===== src/rtl/reg_file_mp_if.sv =====
// Bundle of write, read and scoreboard signals for reg_file_mp.
// Parameters must match the register file instance that uses it.
interface reg_file_mp_if #(
  parameter int DATA_WIDTH = 32,
  parameter int NUM_REGS   = 32,
  parameter int NUM_RD     = 2,
  parameter int NUM_WR     = 1
);
  localparam int AW = $clog2(NUM_REGS);

  logic [NUM_WR-1:0]            wr_en;
  logic [NUM_WR*AW-1:0]         wr_addr;
  logic [NUM_WR*DATA_WIDTH-1:0] wr_data;
  logic [NUM_RD*AW-1:0]         rd_addr;
  logic [NUM_RD*DATA_WIDTH-1:0] rd_data;
  logic [NUM_RD-1:0]            rd_busy;
  logic                         sb_set_en;
  logic [AW-1:0]                sb_set_addr;
  logic                         sb_flush;
  logic [NUM_REGS-1:0]          busy_vec;

  modport master (
    output wr_en, wr_addr, wr_data,
    output rd_addr,
    output sb_set_en, sb_set_addr, sb_flush,
    input  rd_data, rd_busy, busy_vec
  );

  modport slave (
    input  wr_en, wr_addr, wr_data,
    input  rd_addr,
    input  sb_set_en, sb_set_addr, sb_flush,
    output rd_data, rd_busy, busy_vec
  );
endinterface


===== src/rtl/reg_file_mp.sv =====
// Multi-port integer register file with write bypass
// and a per-register busy scoreboard for the hazard unit.
module reg_file_mp #(
  parameter int DATA_WIDTH = 32,
  parameter int NUM_REGS   = 32,
  parameter int NUM_RD     = 2,
  parameter int NUM_WR     = 1,
  parameter bit ZERO_REG   = 1'b1,
  parameter bit BYPASS     = 1'b1
) (
  input  logic          clk,
  input  logic          rst,
  reg_file_mp_if.slave  bus
);
  localparam int AW = $clog2(NUM_REGS);

  logic [DATA_WIDTH-1:0] regs_q [NUM_REGS];
  logic [DATA_WIDTH-1:0] regs_d [NUM_REGS];
  logic [NUM_REGS-1:0]   busy_q;
  logic [NUM_REGS-1:0]   busy_d;

  logic [NUM_RD*DATA_WIDTH-1:0] rd_data_c;
  logic [NUM_RD-1:0]            rd_busy_c;

  // Later ports overwrite earlier ones, so the highest index wins.
  always_comb begin
    for (int r = 0; r < NUM_REGS; r++) begin
      regs_d[r] = regs_q[r];
    end
    for (int k = 0; k < NUM_WR; k++) begin
      if (bus.wr_en[k]) begin
        regs_d[bus.wr_addr[k*AW +: AW]] =
          bus.wr_data[k*DATA_WIDTH +: DATA_WIDTH];
      end
    end
    if (ZERO_REG) begin
      regs_d[0] = '0;
    end
  end

  // Priority: flush, then set, then writeback clear.
  always_comb begin
    busy_d = busy_q;
    for (int r = 0; r < NUM_REGS; r++) begin
      for (int k = 0; k < NUM_WR; k++) begin
        if (bus.wr_en[k] && bus.wr_addr[k*AW +: AW] == AW'(r)) begin
          busy_d[r] = 1'b0;
        end
      end
      if (bus.sb_set_en && bus.sb_set_addr == AW'(r)) begin
        busy_d[r] = 1'b1;
      end
    end
    if (bus.sb_flush) begin
      busy_d = '0;
    end
    if (ZERO_REG) begin
      busy_d[0] = 1'b0;
    end
  end

  always_ff @(posedge clk or posedge rst) begin
    if (rst) begin
      for (int r = 0; r < NUM_REGS; r++) begin
        regs_q[r] <= '0;
      end
      busy_q <= '0;
    end else begin
      for (int r = 0; r < NUM_REGS; r++) begin
        regs_q[r] <= regs_d[r];
      end
      busy_q <= busy_d;
    end
  end

  always_comb begin
    rd_data_c = '0;
    rd_busy_c = '0;
    for (int j = 0; j < NUM_RD; j++) begin
      logic [AW-1:0]         a;
      logic [DATA_WIDTH-1:0] d;
      a = bus.rd_addr[j*AW +: AW];
      d = regs_q[a];
      if (BYPASS) begin
        for (int k = 0; k < NUM_WR; k++) begin
          if (bus.wr_en[k] && bus.wr_addr[k*AW +: AW] == a) begin
            d = bus.wr_data[k*DATA_WIDTH +: DATA_WIDTH];
          end
        end
      end
      if (ZERO_REG && a == '0) begin
        d = '0;
      end
      // Bypass must not leak write data while reset is held.
      if (rst) begin
        d = '0;
      end
      rd_data_c[j*DATA_WIDTH +: DATA_WIDTH] = d;
      rd_busy_c[j] = rst ? 1'b0 : busy_q[a];
    end
  end

  assign bus.rd_data  = rd_data_c;
  assign bus.rd_busy  = rd_busy_c;
  assign bus.busy_vec = rst ? '0 : busy_q;
endmodule


===== src/flat_wrapper.sv =====
// flat-port wrapper written by rule: the top's interface ports become plain ports
module reg_file_mp_flat 
#(
  parameter int DATA_WIDTH = 32,
  parameter int NUM_REGS   = 32,
  parameter int NUM_RD     = 2,
  parameter int NUM_WR     = 1,
  parameter bit ZERO_REG   = 1'b1,
  parameter bit BYPASS     = 1'b1
)
  (clk, rst, bus_wr_en, bus_wr_addr, bus_wr_data, bus_rd_addr, bus_sb_set_en, bus_sb_set_addr, bus_sb_flush, bus_rd_data, bus_rd_busy, bus_busy_vec);
  reg_file_mp_if #(.DATA_WIDTH(DATA_WIDTH), .NUM_REGS(NUM_REGS), .NUM_RD(NUM_RD), .NUM_WR(NUM_WR)) bus_i ();
  input  logic clk;
  input  logic rst;
  input wire logic [$bits(bus_i.wr_en)-1:0] bus_wr_en;
  input wire logic [$bits(bus_i.wr_addr)-1:0] bus_wr_addr;
  input wire logic [$bits(bus_i.wr_data)-1:0] bus_wr_data;
  input wire logic [$bits(bus_i.rd_addr)-1:0] bus_rd_addr;
  input wire logic [$bits(bus_i.sb_set_en)-1:0] bus_sb_set_en;
  input wire logic [$bits(bus_i.sb_set_addr)-1:0] bus_sb_set_addr;
  input wire logic [$bits(bus_i.sb_flush)-1:0] bus_sb_flush;
  output wire logic [$bits(bus_i.rd_data)-1:0] bus_rd_data;
  output wire logic [$bits(bus_i.rd_busy)-1:0] bus_rd_busy;
  output wire logic [$bits(bus_i.busy_vec)-1:0] bus_busy_vec;
  assign bus_i.wr_en = bus_wr_en;
  assign bus_i.wr_addr = bus_wr_addr;
  assign bus_i.wr_data = bus_wr_data;
  assign bus_i.rd_addr = bus_rd_addr;
  assign bus_i.sb_set_en = bus_sb_set_en;
  assign bus_i.sb_set_addr = bus_sb_set_addr;
  assign bus_i.sb_flush = bus_sb_flush;
  assign bus_rd_data = bus_i.rd_data;
  assign bus_rd_busy = bus_i.rd_busy;
  assign bus_busy_vec = bus_i.busy_vec;
  reg_file_mp #(.DATA_WIDTH(DATA_WIDTH), .NUM_REGS(NUM_REGS), .NUM_RD(NUM_RD), .NUM_WR(NUM_WR), .ZERO_REG(ZERO_REG), .BYPASS(BYPASS)) u_core (.clk(clk), .rst(rst), .bus(bus_i));
endmodule

===== config.mk =====
export PLATFORM = sky130hd
export DESIGN_NAME = reg_file_mp_flat
export DESIGN_NICKNAME = d
export VERILOG_FILES = /design/src/rtl/reg_file_mp_if.sv /design/src/rtl/reg_file_mp.sv /design/src/flat_wrapper.sv
export SDC_FILE = /design/constraint.sdc
export NUM_CORES = 2
export LEC_CHECK = 0
export CAP_MARGIN = 10
export CORE_AREA = 2 2 399 401
export CTS_CLUSTER_DIAMETER = 200
export DETAILED_ROUTE_END_ITERATION = 16
export DIE_AREA = 0 0 401 403
export SYNTH_ARGS = -nofsm -noshare
export SYNTH_HDL_FRONTEND = slang
export SYNTH_SLANG_ARGS = --single-unit

===== constraint.sdc =====
create_clock -name clk -period 98.5 [get_ports clk]
set_clock_uncertainty 0.1 [all_clocks]
set_input_delay 24.625 -clock clk [delete_from_list [all_inputs] [get_ports clk]]
set_output_delay 24.625 -clock clk [all_outputs]
set_load 0.02 [all_outputs]

Word level (Yosys, flattened, before mapping)
Cells that the tools add are included.
{"block": "word_totals", "ff_bits": 1023, "latch_bits": 0, "ramBits": 0, "rom_bits": 0, "input_bits": 57, "out_inout_bits": 98, "memories": 0}
{"block": "op_classes", "n_addsub": 0, "multipliers": 0, "div_mod_pow": 0, "n_lt_le_gt_ge": 6, "n_eq_ne": 64, "shifts": 0, "muxes": 86, "n_bitwise": 3, "reduce_logical": 100}
{"operator": "bitwise mux 1024 bit", "n": 1}
{"operator": "2-to-1 mux 32 bit", "n": 13}
{"operator": "binary-select mux 32 bit (select 5 bit)", "n": 2}
{"operator": "demux 32 bit (select 5 bit)", "n": 1}
{"operator": "equality test 5 bit, second input constant", "n": 32}
{"operator": "nonzero test 3 bit", "n": 31}
{"operator": "equality test 5 x 4 -> 1 bit, second input constant", "n": 16}
{"operator": "2-to-1 mux 1 bit", "n": 67}
{"operator": "logical AND 1 bit", "n": 66}
{"operator": "equality test 5 x 3 -> 1 bit, second input constant", "n": 8}
{"operator": "equality test 5 x 2 -> 1 bit, second input constant", "n": 4}
{"operator": "greater-or-equal comparator 6 bit, second input constant", "n": 3}
{"operator": "NOT 5 -> 6 bit", "n": 3}
{"operator": "zero test 5 bit", "n": 3}
{"operator": "less-than comparator 5 x 6 -> 1 bit, second input constant", "n": 2}
{"operator": "binary-select mux 1 bit (select 5 bit)", "n": 2}
{"operator": "equality test 5 x 1 -> 1 bit, second input constant", "n": 2}
{"operator": "equality test 5 bit", "n": 2}
{"operator": "less-than comparator 6 x 1 -> 1 bit, second input constant", "n": 1}

Depth between registers and ports, before layout
{"block": "logic_depth", "depth_word": 7, "ltp_mapped": 10}

Worst setup path after synthesis
No wires, ideal clock.
{"block": "synth_path", "path_type": "in2out", "startpoint": "input port bus_rd_addr[3]", "endpoint": "output port bus_rd_data[17]", "arrival_time_ns": 26.457, "slack_ns": 47.318, "cell_stages": 8, "path_buffers": 3, "path_cell_list": "buf_2 xor2_1 nor4_2 and3_1 buf_2 buf_2 nor3_1 nor4_1"}
{"block": "synth_between", "elab_chain_len": 7, "elab_cells_between_ends": 10, "cone_classes": "1 x eq/ne; 6 x mux; 1 x bitwise; 2 x reduce/logical"}
{"element": "start, declared", "line_no": "flat_wrapper.sv:18", "rtl": "input wire logic [$bits(bus_i.rd_addr)-1:0] bus_rd_addr;"}
{"element": "NOT 5 -> 6 bit (not written as such)", "line_no": "reg_file_mp.sv:83", "rtl": "d = regs_q[a];"}
{"element": "binary-select mux 32 bit (select 5 bit)", "line_no": "reg_file_mp.sv:83"}
{"element": "2-to-1 mux 32 bit (not written as such) (2 in series)", "line_no": "reg_file_mp.sv:83"}
{"element": "2-to-1 mux 32 bit", "line_no": "reg_file_mp.sv:86", "rtl": "if (bus.wr_en[k] && bus.wr_addr[k*AW +: AW] == a) begin"}
{"element": "2-to-1 mux 32 bit *", "line_no": "reg_file_mp.sv:91", "rtl": "if (ZERO_REG && a == '0) begin"}
{"element": "2-to-1 mux 32 bit *", "line_no": "reg_file_mp.sv:95", "rtl": "if (rst) begin"}
{"element": "end, declared", "line_no": "flat_wrapper.sv:22", "rtl": "output wire logic [$bits(bus_i.rd_data)-1:0] bus_rd_data;"}
Every way passes the cells marked *; elsewhere a longest branch is shown, timed or not. The select of a mux whose other input is x is not followed.

Worst setup path after layout
{"block": "layout_path", "startpoint": "input port bus_wr_addr[0]", "endpoint": "output port bus_rd_data[7]"}
{"block": "layout_between", "elab_chain_len": 5}
{"element": "start, declared", "line_no": "flat_wrapper.sv:16", "rtl": "input wire logic [$bits(bus_i.wr_addr)-1:0] bus_wr_addr;"}
{"element": "equality test 5 bit", "line_no": "reg_file_mp.sv:86"}
{"element": "logical AND 1 bit", "line_no": "reg_file_mp.sv:86"}
{"element": "2-to-1 mux 32 bit", "line_no": "reg_file_mp.sv:86"}
{"element": "2-to-1 mux 32 bit", "line_no": "reg_file_mp.sv:91"}
{"element": "2-to-1 mux 32 bit", "line_no": "reg_file_mp.sv:95"}
No other way between the ends.

==> run metrics <==
fraction of final layout cells with drive strength greater than 1=0.4663; half-perimeter wire length after detailed placement=113.0 mm; setup TNS after final layout=0 ns; Initial Util=0.3568; routed len/inst=32.18 um; post-CTS repair timing setup buffer count=0; RSZ-0062 raised after global routing=no; static leakage=26.37 nW; Die Area=161,600 um2; synthesized net count=4,073; critical path launch point=bus_wr_addr[0]; sort of element at the end of the critical path=output pin; first drt pass iteration count=6; Final #Nets=4,031; power density over the cells=19.90 nW/um2; vias in the first global route=38,698; Overflow after GRT=0; mean instance size in the synthesized netlist=13.99 um2; achievable clock frequency=18.49 MHz; post-cts hold buffer count=0; total number of vias=38,575; worst slew slack as a fraction of its limit=0.2115; startpoint class of the critical path=primary input; Area after DPL=59,240 um2; Layout area overhead=12.26%; clk sink count=1,023; clock insertion delay at the later pin of the skew report=0.74 ns; clock slew at the register clock pins of the worst setup and hold paths=0.06 ns; DR vias/cell=6.281; Crit Reg-Reg Startpoint=u_core.busy_q[28]; prevailing post-synth register cell=dfrtp_1; final antenna-violating net count=0; DRC violations left=0; # Max-Cap Violations=0; critical hold path startpoint=u_core.regs_q[217]; CP max FO=33; Setup Crit Path Kind=in -> out; boundary pin count=155; Detailed Route WL=197.6 mm; maximum buffer depth of the clock tree=3; height of the die=403 um; Final Instance Area=63,080 um2; Post-Syn Area=56,190 um2; total of fill cells in the finished design=14,704; Synth cell types=71; horizontal die dimension=401 um; fraction of met2 tracks used by global routing=0.3692; maximum ir drop on the vdd rail=0.00001663 V; data required time of the critical path=73.78 ns; count of flip-flops with a built-in enable after synthesis=0; routability cong.=0.8439; clock root cell=clkbuf_16; total CTS buffers=109; H-tree levels=3; largest net degree at the start of global routing=129; global-route track usage on met1=0.3319; number of port buffers=153; CTS tree=done; final setup violating endpoints=0; violation count after the first detailed-route iteration=4,317; final critical delay including setup and external delays=54.08 ns; post_cts resized=0; flip-flop and latch count after synthesis=1,023; total power draw=0.001255 W; worst min-delay path class=reg -> reg; overall track demand over capacity in global routing=0.2411; count of pins over their slew limit=0; share of flip-flops with an asynchronous set or reset after synthesis=1.000; data arrival time at the worst-slack endpoint=29.35 ns; actual transition at the worst max-transition pin=1.179 ns; share of the clock period used by the worst path=0.5490; most used cells in the layout excluding fill and tap cells=1,087 x mux2_2, 1,023 x dfrtp_1, 420 x mux4_2; Post-Syn Instances=4,016; antenna violations before repair=8; Core Footprint=157,500 um2; M3 GR Usage=0.05163; commonest non-fill, non-tap cell in the layout=mux2_2; sequential fraction of the synthesis area=0.4556; count of final hold-check violations=0; Ys Warns=0; placement row count=146; outcome=finished, final reports clean; first-pass GRT wire length=285.6 mm; Top Usage Layer GRT=met2
state kept, by name (all words and copies together), names as in the netlist:
signal / flops
u_core.busy_q: 31
u_core.regs_q: 992
cells in the mapped netlist (5+ instances only):
cell type | instances | area (um2)
a21oi_1 | 50 | 250.2
nand2b_1 | 17 | 106.4
buf_2 | 157 | 785.8
nand3b_1 | 5 | 37.54
a2111oi_0 | 12 | 105.1
nand4_1 | 6 | 37.54
nand3_1 | 29 | 145.1
a221oi_1 | 84 | 735.7
inv_1 | 8 | 30.03
mux4_2 | 420 | 9459
xor2_1 | 8 | 70.07
and3_1 | 20 | 125.1
mux2i_1 | 101 | 1011
a31oi_1 | 19 | 118.9
clkbuf_1 | 184 | 690.7
o22ai_1 | 35 | 219.0
a221o_1 | 5 | 50.05
nor2b_1 | 54 | 337.8
a211oi_1 | 7 | 52.55
buf_4 | 45 | 337.8
nand2_1 | 137 | 514.2
mux2_2 | 1087 | 12240
a22oi_1 | 89 | 668.1
buf_6 | 34 | 382.9
nor2_1 | 118 | 442.9
o211ai_1 | 7 | 52.55
o221a_2 | 6 | 67.56
nor3_1 | 65 | 325.3
nor4_1 | 17 | 106.4
dfrtp_1 | 1023 | 25600
and2_1 | 5 | 31.28
buf_1 | 14 | 52.55
o21ai_0 | 79 | 395.4
o221ai_1 | 8 | 70.07
final cells by class:
type	count	area [um2]	area share
Antenna cell	2	5.005	0.00007934
Clock buffer	162	3291	0.05217
Clock inverter	43	511.7	0.008113
Inverter	10	45.04	0.0007141
Multi-Input combinational cell	2546	28460	0.4512
Sequential cell	1023	25600	0.4058
Tap cell	2072	2592	0.04110
Timing Repair Buffer	284	2572	0.04078
routing by layer:
layer	vias up	routed length, um
met4	10	8729
met3	423	17170
met5	-	62
met2	1926	89120
met1	20870	82560
li1	15346	-
where the power goes:
group | switching (W) | internal [W] | leakage (nW)
combinational | 0.000108 | 0.000149 | 11.4
sequential | 0.0000579 | 0.000501 | 13.1
clock | 0.000182 | 0.000257 | 1.88
total | 0.000349 | 0.000906 | 26.4
through the flow:
stage / instances / hold slack [ns] / util / worst slack, ns
final: 6142 / 0.4172 / 0.4006 / 44.42
after global routing: 6140 / 0.4320 / 0.4006 / 44.42
after CTS: 6139 / 0.4208 / 0.4004 / 44.45
after detailed placement: 5934 / 0.4068 / 0.3762 / 44.47
after global placement: 5934 / 0.3965 / 0.3762 / 44.51
after floorplan: 4016 / 0.3752 / - / 44.64
cell families (layout without fill, tap and decap cells):
family / count (synthesis) / after routing / synth area share
AND/OR/NAND/NOR: 493 / 493 / 0.04235
XOR/XNOR: 10 / 10 / 0.001559
flip-flops: 1023 / 1023 / 0.4556
other: 1 / 3 / 0.00006674
multiplexers: 1609 / 1609 / 0.4044
AO/OA/AOI/OAI: 433 / 433 / 0.05462
buffers and inverters: 447 / 499 / 0.04146
worst paths after layout:
| path | to | slack (ns) | cells past startpoint |
|---|---|---|---|
| min reg2reg | u_core.regs_q[217] | 0.42 | 1 |
| min | u_core.regs_q[217] | 0.42 | 1 |
| min in group asynchronous | u_core.regs_q[712] | 24.38 | 3 |
| max in group asynchronous | u_core.regs_q[827] | 69.84 | 7 |
| max | bus_rd_data[7] | 44.42 | 8 |
| max reg2reg | u_core.busy_q[28] | 97.50 | 3 |
critical path: stages:
cell and delay (ns):
clkdlybuf4s50_1 0.70, xor2_1 0.29, nor4_2 0.43, and3_2 1.01
buf_4 0.47, nor3_1 0.11, nor4_1 0.92, clkdlybuf4s50_1 0.77
Note: power is estimated with default switching activity, not from simulation.
